===== src/rtl/fetch_stage.sv =====
// fetch_stage: PC register, single-outstanding imem fetch, BUF_DEPTH-entry instruction buffer to decode.
// Latency: accepted request -> inst_valid one cycle after the imem response (outputs come from buffer regs).
// Backpressure: no request while a fetch is outstanding or the buffer is full; inst_ready=0 holds the head.
// Build option: define FETCH_ILLEGAL_CHECK_EN to add the inst_illegal opcode-check output.
module fetch_stage #(
  parameter int unsigned     XLEN      = 32,
  parameter logic [XLEN-1:0] RESET_PC  = '0,
  parameter int unsigned     BUF_DEPTH = 2
) (
  input  logic            clk,
  input  logic            rst,
  output logic            imem_req_valid,
  input  logic            imem_req_ready,
  output logic [XLEN-1:0] imem_req_addr,
  input  logic            imem_rsp_valid,
  input  logic [31:0]     imem_rsp_data,
  input  logic            redirect_valid,
  input  logic [XLEN-1:0] redirect_pc,
  output logic            inst_valid,
  input  logic            inst_ready,
  output logic [31:0]     inst_data,
  output logic [XLEN-1:0] inst_pc,
  output logic [6:0]      inst_opcode
`ifdef FETCH_ILLEGAL_CHECK_EN
  ,
  output logic            inst_illegal
`endif
);

  localparam int unsigned     PTR_W   = (BUF_DEPTH > 1) ? $clog2(BUF_DEPTH) : 1;
  localparam int unsigned     CNT_W   = PTR_W + 1;
  localparam logic [CNT_W-1:0] DEPTH_C = CNT_W'(BUF_DEPTH);

  logic [XLEN-1:0]  pc_q, pc_d;
  logic [XLEN-1:0]  req_pc_q, req_pc_d;     // PC of the request currently in flight
  logic             outstanding_q, outstanding_d;
  logic             drop_q, drop_d;         // next response belongs to a squashed fetch
  logic [PTR_W-1:0] wr_ptr_q, wr_ptr_d;
  logic [PTR_W-1:0] rd_ptr_q, rd_ptr_d;
  logic [CNT_W-1:0] count_q, count_d;

  logic [31:0]      buf_inst_q [BUF_DEPTH];
  logic [XLEN-1:0]  buf_pc_q   [BUF_DEPTH];

  logic req_fire;
  logic rsp_take;
  logic enq;
  logic deq;

  assign imem_req_valid = !rst && !redirect_valid && !outstanding_q && (count_q < DEPTH_C);
  assign imem_req_addr  = pc_q;
  assign req_fire       = imem_req_valid && imem_req_ready;
  assign rsp_take       = imem_rsp_valid && outstanding_q;
  assign enq            = rsp_take && !drop_q && !redirect_valid;
  assign deq            = inst_valid && inst_ready && !redirect_valid;

  // Head of the buffer drives decode; everything reads zero while the buffer is empty.
  assign inst_valid  = (count_q != '0);
  assign inst_data   = inst_valid ? buf_inst_q[rd_ptr_q] : 32'h0;
  assign inst_pc     = inst_valid ? buf_pc_q[rd_ptr_q]   : '0;
  assign inst_opcode = inst_data[6:0];

  // Next-state: redirect flushes and retargets, otherwise handshakes advance PC and buffer.
  always_comb begin
    pc_d          = pc_q;
    req_pc_d      = req_pc_q;
    outstanding_d = outstanding_q;
    drop_d        = drop_q;
    wr_ptr_d      = wr_ptr_q;
    rd_ptr_d      = rd_ptr_q;
    count_d       = count_q;

    if (redirect_valid) begin
      pc_d          = redirect_pc & ~XLEN'(3);
      wr_ptr_d      = '0;
      rd_ptr_d      = '0;
      count_d       = '0;
      // A response arriving now is simply discarded; one still in flight must be dropped later.
      outstanding_d = outstanding_q && !imem_rsp_valid;
      drop_d        = outstanding_q && !imem_rsp_valid;
    end else begin
      if (req_fire) begin
        outstanding_d = 1'b1;
        req_pc_d      = pc_q;
        pc_d          = pc_q + XLEN'(4);
      end
      if (rsp_take) begin
        outstanding_d = 1'b0;
        drop_d        = 1'b0;
      end
      if (enq) begin
        wr_ptr_d = wr_ptr_q + PTR_W'(1);
      end
      if (deq) begin
        rd_ptr_d = rd_ptr_q + PTR_W'(1);
      end
      case ({enq, deq})
        2'b10:   count_d = count_q + CNT_W'(1);
        2'b01:   count_d = count_q - CNT_W'(1);
        default: count_d = count_q;
      endcase
    end
  end

  // Control state registers with synchronous reset.
  always_ff @(posedge clk) begin
    if (rst) begin
      pc_q          <= RESET_PC;
      req_pc_q      <= '0;
      outstanding_q <= 1'b0;
      drop_q        <= 1'b0;
      wr_ptr_q      <= '0;
      rd_ptr_q      <= '0;
      count_q       <= '0;
    end else begin
      pc_q          <= pc_d;
      req_pc_q      <= req_pc_d;
      outstanding_q <= outstanding_d;
      drop_q        <= drop_d;
      wr_ptr_q      <= wr_ptr_d;
      rd_ptr_q      <= rd_ptr_d;
      count_q       <= count_d;
    end
  end

  // Buffer storage needs no reset: entries are only visible once counted as valid.
  always_ff @(posedge clk) begin
    if (enq) begin
      buf_inst_q[wr_ptr_q] <= imem_rsp_data;
      buf_pc_q[wr_ptr_q]   <= req_pc_q;
    end
  end

`ifdef FETCH_ILLEGAL_CHECK_EN
  // Flag head instructions outside the supported R/load/store/branch opcode set.
  always_comb begin
    inst_illegal = 1'b0;
    if (inst_valid && !rst) begin
      case (inst_opcode)
        7'b0110011,
        7'b0000011,
        7'b0100011,
        7'b1100011: inst_illegal = (inst_data[1:0] != 2'b11);
        default:    inst_illegal = 1'b1;
      endcase
    end
  end
`endif

endmodule


===== config.mk =====
export PLATFORM = sky130hd
export DESIGN_NAME = fetch_stage
export DESIGN_NICKNAME = d
export VERILOG_FILES = /design/src/rtl/fetch_stage.sv
export SDC_FILE = /design/constraint.sdc
export NUM_CORES = 1
export LEC_CHECK = 0
export BUFFER_PORTS_ARGS = -buffer_cell sky130_fd_sc_hd__buf_2
export CORE_MARGIN = 2
export CORE_UTILIZATION = 35
export DETAILED_ROUTE_END_ITERATION = 12
export PLACE_DENSITY = 0.64
export SYNTH_ARGS = -nofsm -noshare
export SYNTH_HDL_FRONTEND = slang
export SYNTH_SLANG_ARGS = --single-unit
export TNS_END_PERCENT = 100

===== constraint.sdc =====
create_clock -name clk -period 5.4 [get_ports clk]
set_input_delay 1.35 -clock clk [delete_from_list [all_inputs] [get_ports clk]]
set_output_delay 1.35 -clock clk [all_outputs]
set_load 0.005 [all_outputs]

==> qor.yml, run 1 <==
grt_max_degree: 69
hold_slack_ps: 456.4
drt-initial-drc-count: 424
die_h_um: 154.5
synth_warnings: 0
yosysUniqueCellTypes: 45
clkSinkCount: 191
finalCritPeriodShare_pct: 71.88
crit_family: "simple AND/OR/NAND/NOR gates"
p_per_area_nw_per_um2: 305.7
critPathArrivalTime_ps: 2530
async_flop_share_pct: 0
rsz0062_at_grt: "no"
wl_mm: 19.25
synth_area_leaders: "edfxtp_1, dfxtp_1, mux2i_1"
tns_ps: 0
clock_latency_ps: 420
vias: 5774
rows: 55
nFillCells: 2172
crit_top_cell: "buf_2"
core-area_um2: 22430
ios: 175
grt_pass1_wl_mm: 29.86
place_area_um2: 8984
yosysTopAreaCellShare_pct: 46.98
drive_above_1_share_pct: 25.51
synthMuxAreaShare_pct: 8.082
finalClockSkew_ps: 9.850
synth_edf_count: 124
hp-start: "req_pc_q[26]"
drt.antenna.violating_nets: 0
cts_max_level: 4
yosysTopAreaCell: "edfxtp_1"
crit_type: "in2out"
wl_per_cell_um: 17.12
drtPass1Iterations: 5
end_kind: "output port"
drv_cap: 0
syn_area_per_cell_um2: 11.64
cts_tree: "yes"
max_freq_ghz: 0.2576
dieArea_um2: 23870
worst_pin_slew_ps: 1147
area_growth_syn_to_layout_pct: 20.21
final_area_um2: 9528
synth_adder_area_share_pct: 0.3157
synth-xor-area-share_pct: 0.6630
cts_root_buf: "clkbuf_16"
dp_hpwl_mm: 12.31
worstSetupStartpointType: "input port"
setup_viol: 0
p_leak_nw: 3.415
clockBufferDepth: 2
cts.repair.resized: 0
netlist_instances: 681
hold_viol: 0
die_width_um: 154.5
synth_compound_area_share_pct: 8.256
cts_inserted_buffers: 17
ir_drop_v: 0.0001669
syn_area_um2: 7926
critPathMaxStageDelay_ps: 520
path_cells: "buf_2 > or2_2 > nor3_1 > buf_2"
synthTopCellsByCount: "edfxtp_1, nand2_1, nor2_1, dfxtp_1, mux2i_1"
drc_errors: 0
ys_seq_elements: 191
grt_pass1_vias: 5462
startpoint: "redirect_valid"
final_nets: 898
status: "completed"
cp_slowest_cell: "or2_2"
synth_flop_cell: "edfxtp_1"
antenna_found_initial: 1
yosysSeqAreaShare_pct: 63.90
r2r_start: "count_q[1]"
hp-class: "reg2reg"
post-route-min-period_ps: 3881
synthMostInstantiatedCell: "edfxtp_1"
cp.buffers_inverters: 2
relSlewSlack_pct: 23.42
hold_buffers: 0
finalWeightedCongestion: 0.7553
gr-total-overflow: 0
n_antenna_cell: 0
synthSimpleGateAreaFrac_pct: 15.44
crit_fanout: 30
slew_violations: 0
grtUsageTotal_pct: 16.14
synth_top_family_by_area: "simple AND/OR/NAND/NOR gates"
final_util_pct: 42.47
via_per_inst: 5.137
fin_cells: 1124
clk_pin_slew_ps: 60
placed_cells: 1092
cts_setup_buffers: 0
port_buffers: 168
initial_core_util_pct: 35.33
crit_required_ps: 4050
==> through the flow <==
stage                     worst slack, ps  power, mW
final                                1519      2.913
after global routing                 1481      3.020
after CTS                            1530      2.944
after detailed placement             1523      1.765
after global placement               1542      1.761
after floorplan                     414.0      1.692
==> power by group <==
part	switching (mW)	total (mW)	internal (mW)	leakage, nW
combinational	0.0756	0.129	0.0532	1.43
sequential	0.0342	1.60	1.57	1.72
clock	0.531	1.18	0.650	0.258
==> state kept, by name, indices dropped and copies added (netlist names), named ones only <==
| signal | flops |
|---|---|
| buf_inst_q | 64 |
| buf_pc_q | 60 |
| imem_req_addr | 30 |
| req_pc_q | 30 |
| count_q | 2 |
| drop_q | 1 |
| outstanding_q | 1 |
| rd_ptr_q | 1 |
| wr_ptr_q | 1 |
==> layer usage <==
| layer | global-route usage (%) | part of all wire (%) | vias to the layer above |
|---|---|---|---|
| li1 | - | - | 2801 |
| met1 | 21.67 | 46 | 2765 |
| met2 | 26.62 | 47 | 186 |
| met3 | 3.110 | 5.7 | 20 |
| met4 | 4.850 | 1.2 | 2 |
| met5 | 0 | 0.068 | - |
==> worst register-to-register path, stage by stage (launching register included) <==
cell and delay [ps]:
dfxtp_1 370, nor2_4 800, inv_1 140, nand2_1 200
nor2_1 70, ha_1 330, or3_1 370, a21oi_1 140
==> layout make-up <==
type / instances / area [um^2] / share of cell area (%)
clock buffers: 23 / 457.9 / 4.806
clock inverters: 9 / 86.33 / 0.9061
inverters: 5 / 18.77 / 0.1970
multi-input cells: 436 / 2634 / 27.64
flip-flops and latches: 191 / 5069 / 53.20
well taps: 285 / 356.6 / 3.743
repair buffers: 175 / 905.9 / 9.508
==> cell families (layout without fill, tap and decap cells) <==
group                      Yosys count  after routing
and+or+nand+nor                    259            259
xor gates and xnor gates             6              6
muxes                               64             64
DFF                                191            191
other                                1              4
adders and majority gates            2              2
AOI/OAI and AO/OA                  101            101
buffers and inverters               57            212
==> cells in the final DEF (no fill, tap or decap), types with 6 or more instances in the layout <==
master / instances
a311oi_1: 7
nand3_1: 10
nor3_1: 9
a21oi_1: 38
or3_1: 15
nor2_1: 80
o311ai_0: 12
mux2i_1: 64
and4_1: 6
nand4_1: 10
edfxtp_1: 124
nand2_1: 87
a31oi_1: 16
clkbuf_16: 17
buf_4: 6
o211ai_1: 9
and2_1: 6
o21ai_0: 7
dfxtp_1: 66
or4_1: 15
buf_2: 168
==> final timing paths <==
check | end | slack (ps) | depth (start not counted)
max | imem_req_valid | 1520 | 4
min | buf_pc_q[1][26] | 460 | 0
max reg2reg | count_q[1] | 2910 | 7
min reg2reg | buf_pc_q[1][26] | 460 | 0
No activity file was read; power rests on OpenSTA's default activity.
==> run 2: changes to the inputs <==
- PLACE_DENSITY: 0.64 -> 0.66
- clock period: 5.4 -> 3.37 ns (I/O delays scaled with it)
==> run 2 against run 1 <==
Compared with the run above:
- register-to-register slack got worse by 1800 ps
- sequential power is 61% higher
- clock-buffer cell count decreased by 3
- wire length hardly changed
- combinational power is 63% higher
- global-route usage increased by 0.10 points
- die area did not move
- core utilization rose by 0.76 points
- largest cell class unchanged
- largest power group unchanged
- highest routed layer is now met4
==> qor.yml, run 2 (synthesis gave the netlist of run 1 again) <==
tns_ps: 0  # unchanged
core-area_um2: 22430  # unchanged
placed_cells: 1101  # +0.82%
path_cells: "buf_4 > mux2i_1 > nor2_1 > buf_2"
grtUsageTotal_pct: 16.24  # +0.10 points
port_buffers: 168  # unchanged
min_to: "buf_pc_q[0][29]"
nFillCells: 2114  # -2.7%
grt_pass1_vias: 5544  # +1.5%
final_area_um2: 9699  # +1.8%
crit_type: "reg2out"
rrSetupSlack_ps: 1070  # -1840 ps
antenna_found_initial: 0  # -1
rsz0062_at_grt: "no"
initial_core_util_pct: 35.33  # unchanged
final_nets: 907  # +1.0%
hold_slack_ps: 446.5  # -9.925 ps
largest_register_ffs: 64  # unchanged
max_freq_ghz: 0.3482
grt_pass1_wl_mm: 30.03  # +0.55%
cts_max_level: 4  # unchanged
drtPass1Iterations: 5  # unchanged
final_cell_mix: "buf_2, edfxtp_1, nand2_1"
crit_family: "flip-flops"
cts_root_buf: "clkbuf_16"
setup_viol: 0  # unchanged
worst-r2r-cell-count: 5  # -2
r2r_end: "imem_req_addr[22]"
p_leak_nw: 3.514  # +2.9%
dp_hpwl_mm: 13.04  # +6.0%
critPathArrivalTime_ps: 2030  # -500 ps
fin_cells: 1133  # +0.80%
clk_pin_slew_ps: 70  # about the same
cp_slowest_cell: "dfxtp_4"
clkSinkCount: 191  # unchanged
ios: 175  # unchanged
worst_pin_slew_ps: 844.7  # -302.7 ps
r2r_start: "imem_req_addr[3]"
min_path_cells: 0  # unchanged
combPwrFrac_pct: 4.4  # about the same
crit_fanout: 33  # +10%
hp-class: "reg2reg"
intPower_mw: 3.726  # +64%
drive_above_1_share_pct: 26.77  # +1.3 points
clock_latency_ps: 430  # about the same
area_growth_syn_to_layout_pct: 22.37
drc_errors: 0  # unchanged
cp.buffers_inverters: 2  # unchanged
wl_mm: 19.23  # about the same
n_antenna_cell: 0  # unchanged
rows: 55  # unchanged
final_util_pct: 43.23  # +0.76 points
drt.antenna.violating_nets: 0  # unchanged
worstSetupStartpointType: "register"
wl_per_cell_um: 16.98  # -0.86%
cts_setup_buffers: 0  # unchanged
layout_commonest_cell: "buf_2"
dieArea_um2: 23870  # unchanged
finalCritPeriodShare_pct: 85.21
hp-start: "req_pc_q[29]"
finalClockSkew_ps: 12.39  # +2.537 ps
grt_max_degree: 63  # -8.7%
slew_violations: 0  # unchanged
relSlewSlack_pct: 43.68  # +20 points
crit_required_ps: 2530  # -1520 ps
reg.largest.list: "buf_inst_q (64), buf_pc_q (60)"
end_kind: "output port"
status: "completed"
seqPwrFrac_pct: 53.6  # -1.5 points
drv_cap: 0  # unchanged
p_sw_mw: 1.071  # +67%
drt-initial-drc-count: 394  # -7.1%
cts_inserted_buffers: 17  # unchanged
vias: 5829  # +0.95%
via_per_inst: 5.145  # +0.15%
cts_tree: "yes"
hold_buffers: 0  # unchanged
die_h_um: 154.5  # unchanged
finalWeightedCongestion: 0.7993  # +5.8%
gr-total-overflow: 0  # unchanged
ir_drop_v: 0.0002684  # +61%
place_area_um2: 9101  # +1.3%
die_width_um: 154.5  # unchanged
p_per_area_nw_per_um2: 494.6  # +62%
critPathMaxStageDelay_ps: 740  # +220 ps
hold_viol: 0  # unchanged
clkPwrFrac_pct: 42.0  # +1.5 points
cts.repair.resized: 0  # unchanged
clockBufferDepth: 2  # unchanged
power_switching_share_pct: 22.32  # +0.33 points
post-route-min-period_ps: 2872
regMostFlops: "buf_inst_q"
run 2: worst reg2reg max path, cell delays in order (launching register included):
cell      delay (ps)
dfxtp_1          470
ha_1             240
nand3_1          240
or3_1            550
or4_1            450
a311oi_1         270
run 2: cell type report:
type | instances | area (um^2) | area share, %
multi-input combinational | 436 | 2634 | 27.15
tap | 285 | 356.6 | 3.676
sequential | 191 | 5069 | 52.26
timing repair buffer | 184 | 1023 | 10.55
clock inverter | 12 | 118.9 | 1.225
clock buffer | 20 | 479.2 | 4.941
inverter | 5 | 18.77 | 0.1935
run 2: per-layer routing:
metal / wire length, um / track usage [%]
met1: 8519 / 21.07
met2: 9354 / 27.19
met3: 1159 / 3.783
met4: 199 / 4.806
met5: 0 / 0
run 2: power groups by stage:
stage               sequential (mW)  clock [mW]  combinational (mW)
floorplan                      2.61           0               0.106
global placement               2.62           0               0.206
detailed placement             2.62           0               0.212
CTS                            2.57        2.07               0.213
global route                   2.58        2.17               0.232
finish                         2.57        2.02               0.210
run 2: worst max-delay path by stage:
stage,to,cells after the start,start
floorplan,buf_inst_q[1][0],3,redirect_valid
global route,inst_data[1],4,register
CTS,inst_data[6],4,register
detailed placement,imem_req_valid,4,redirect_valid
global placement,imem_req_valid,4,redirect_valid
finish,inst_data[6],4,register
run 2: through the flow:
step	worst slack, ps	total power [mW]
final	498.4	4.797
after floorplan	118.5	2.711
after global placement	579.5	2.826
after detailed placement	581.8	2.834
after CTS	446.9	4.850
after global routing	349.9	4.979
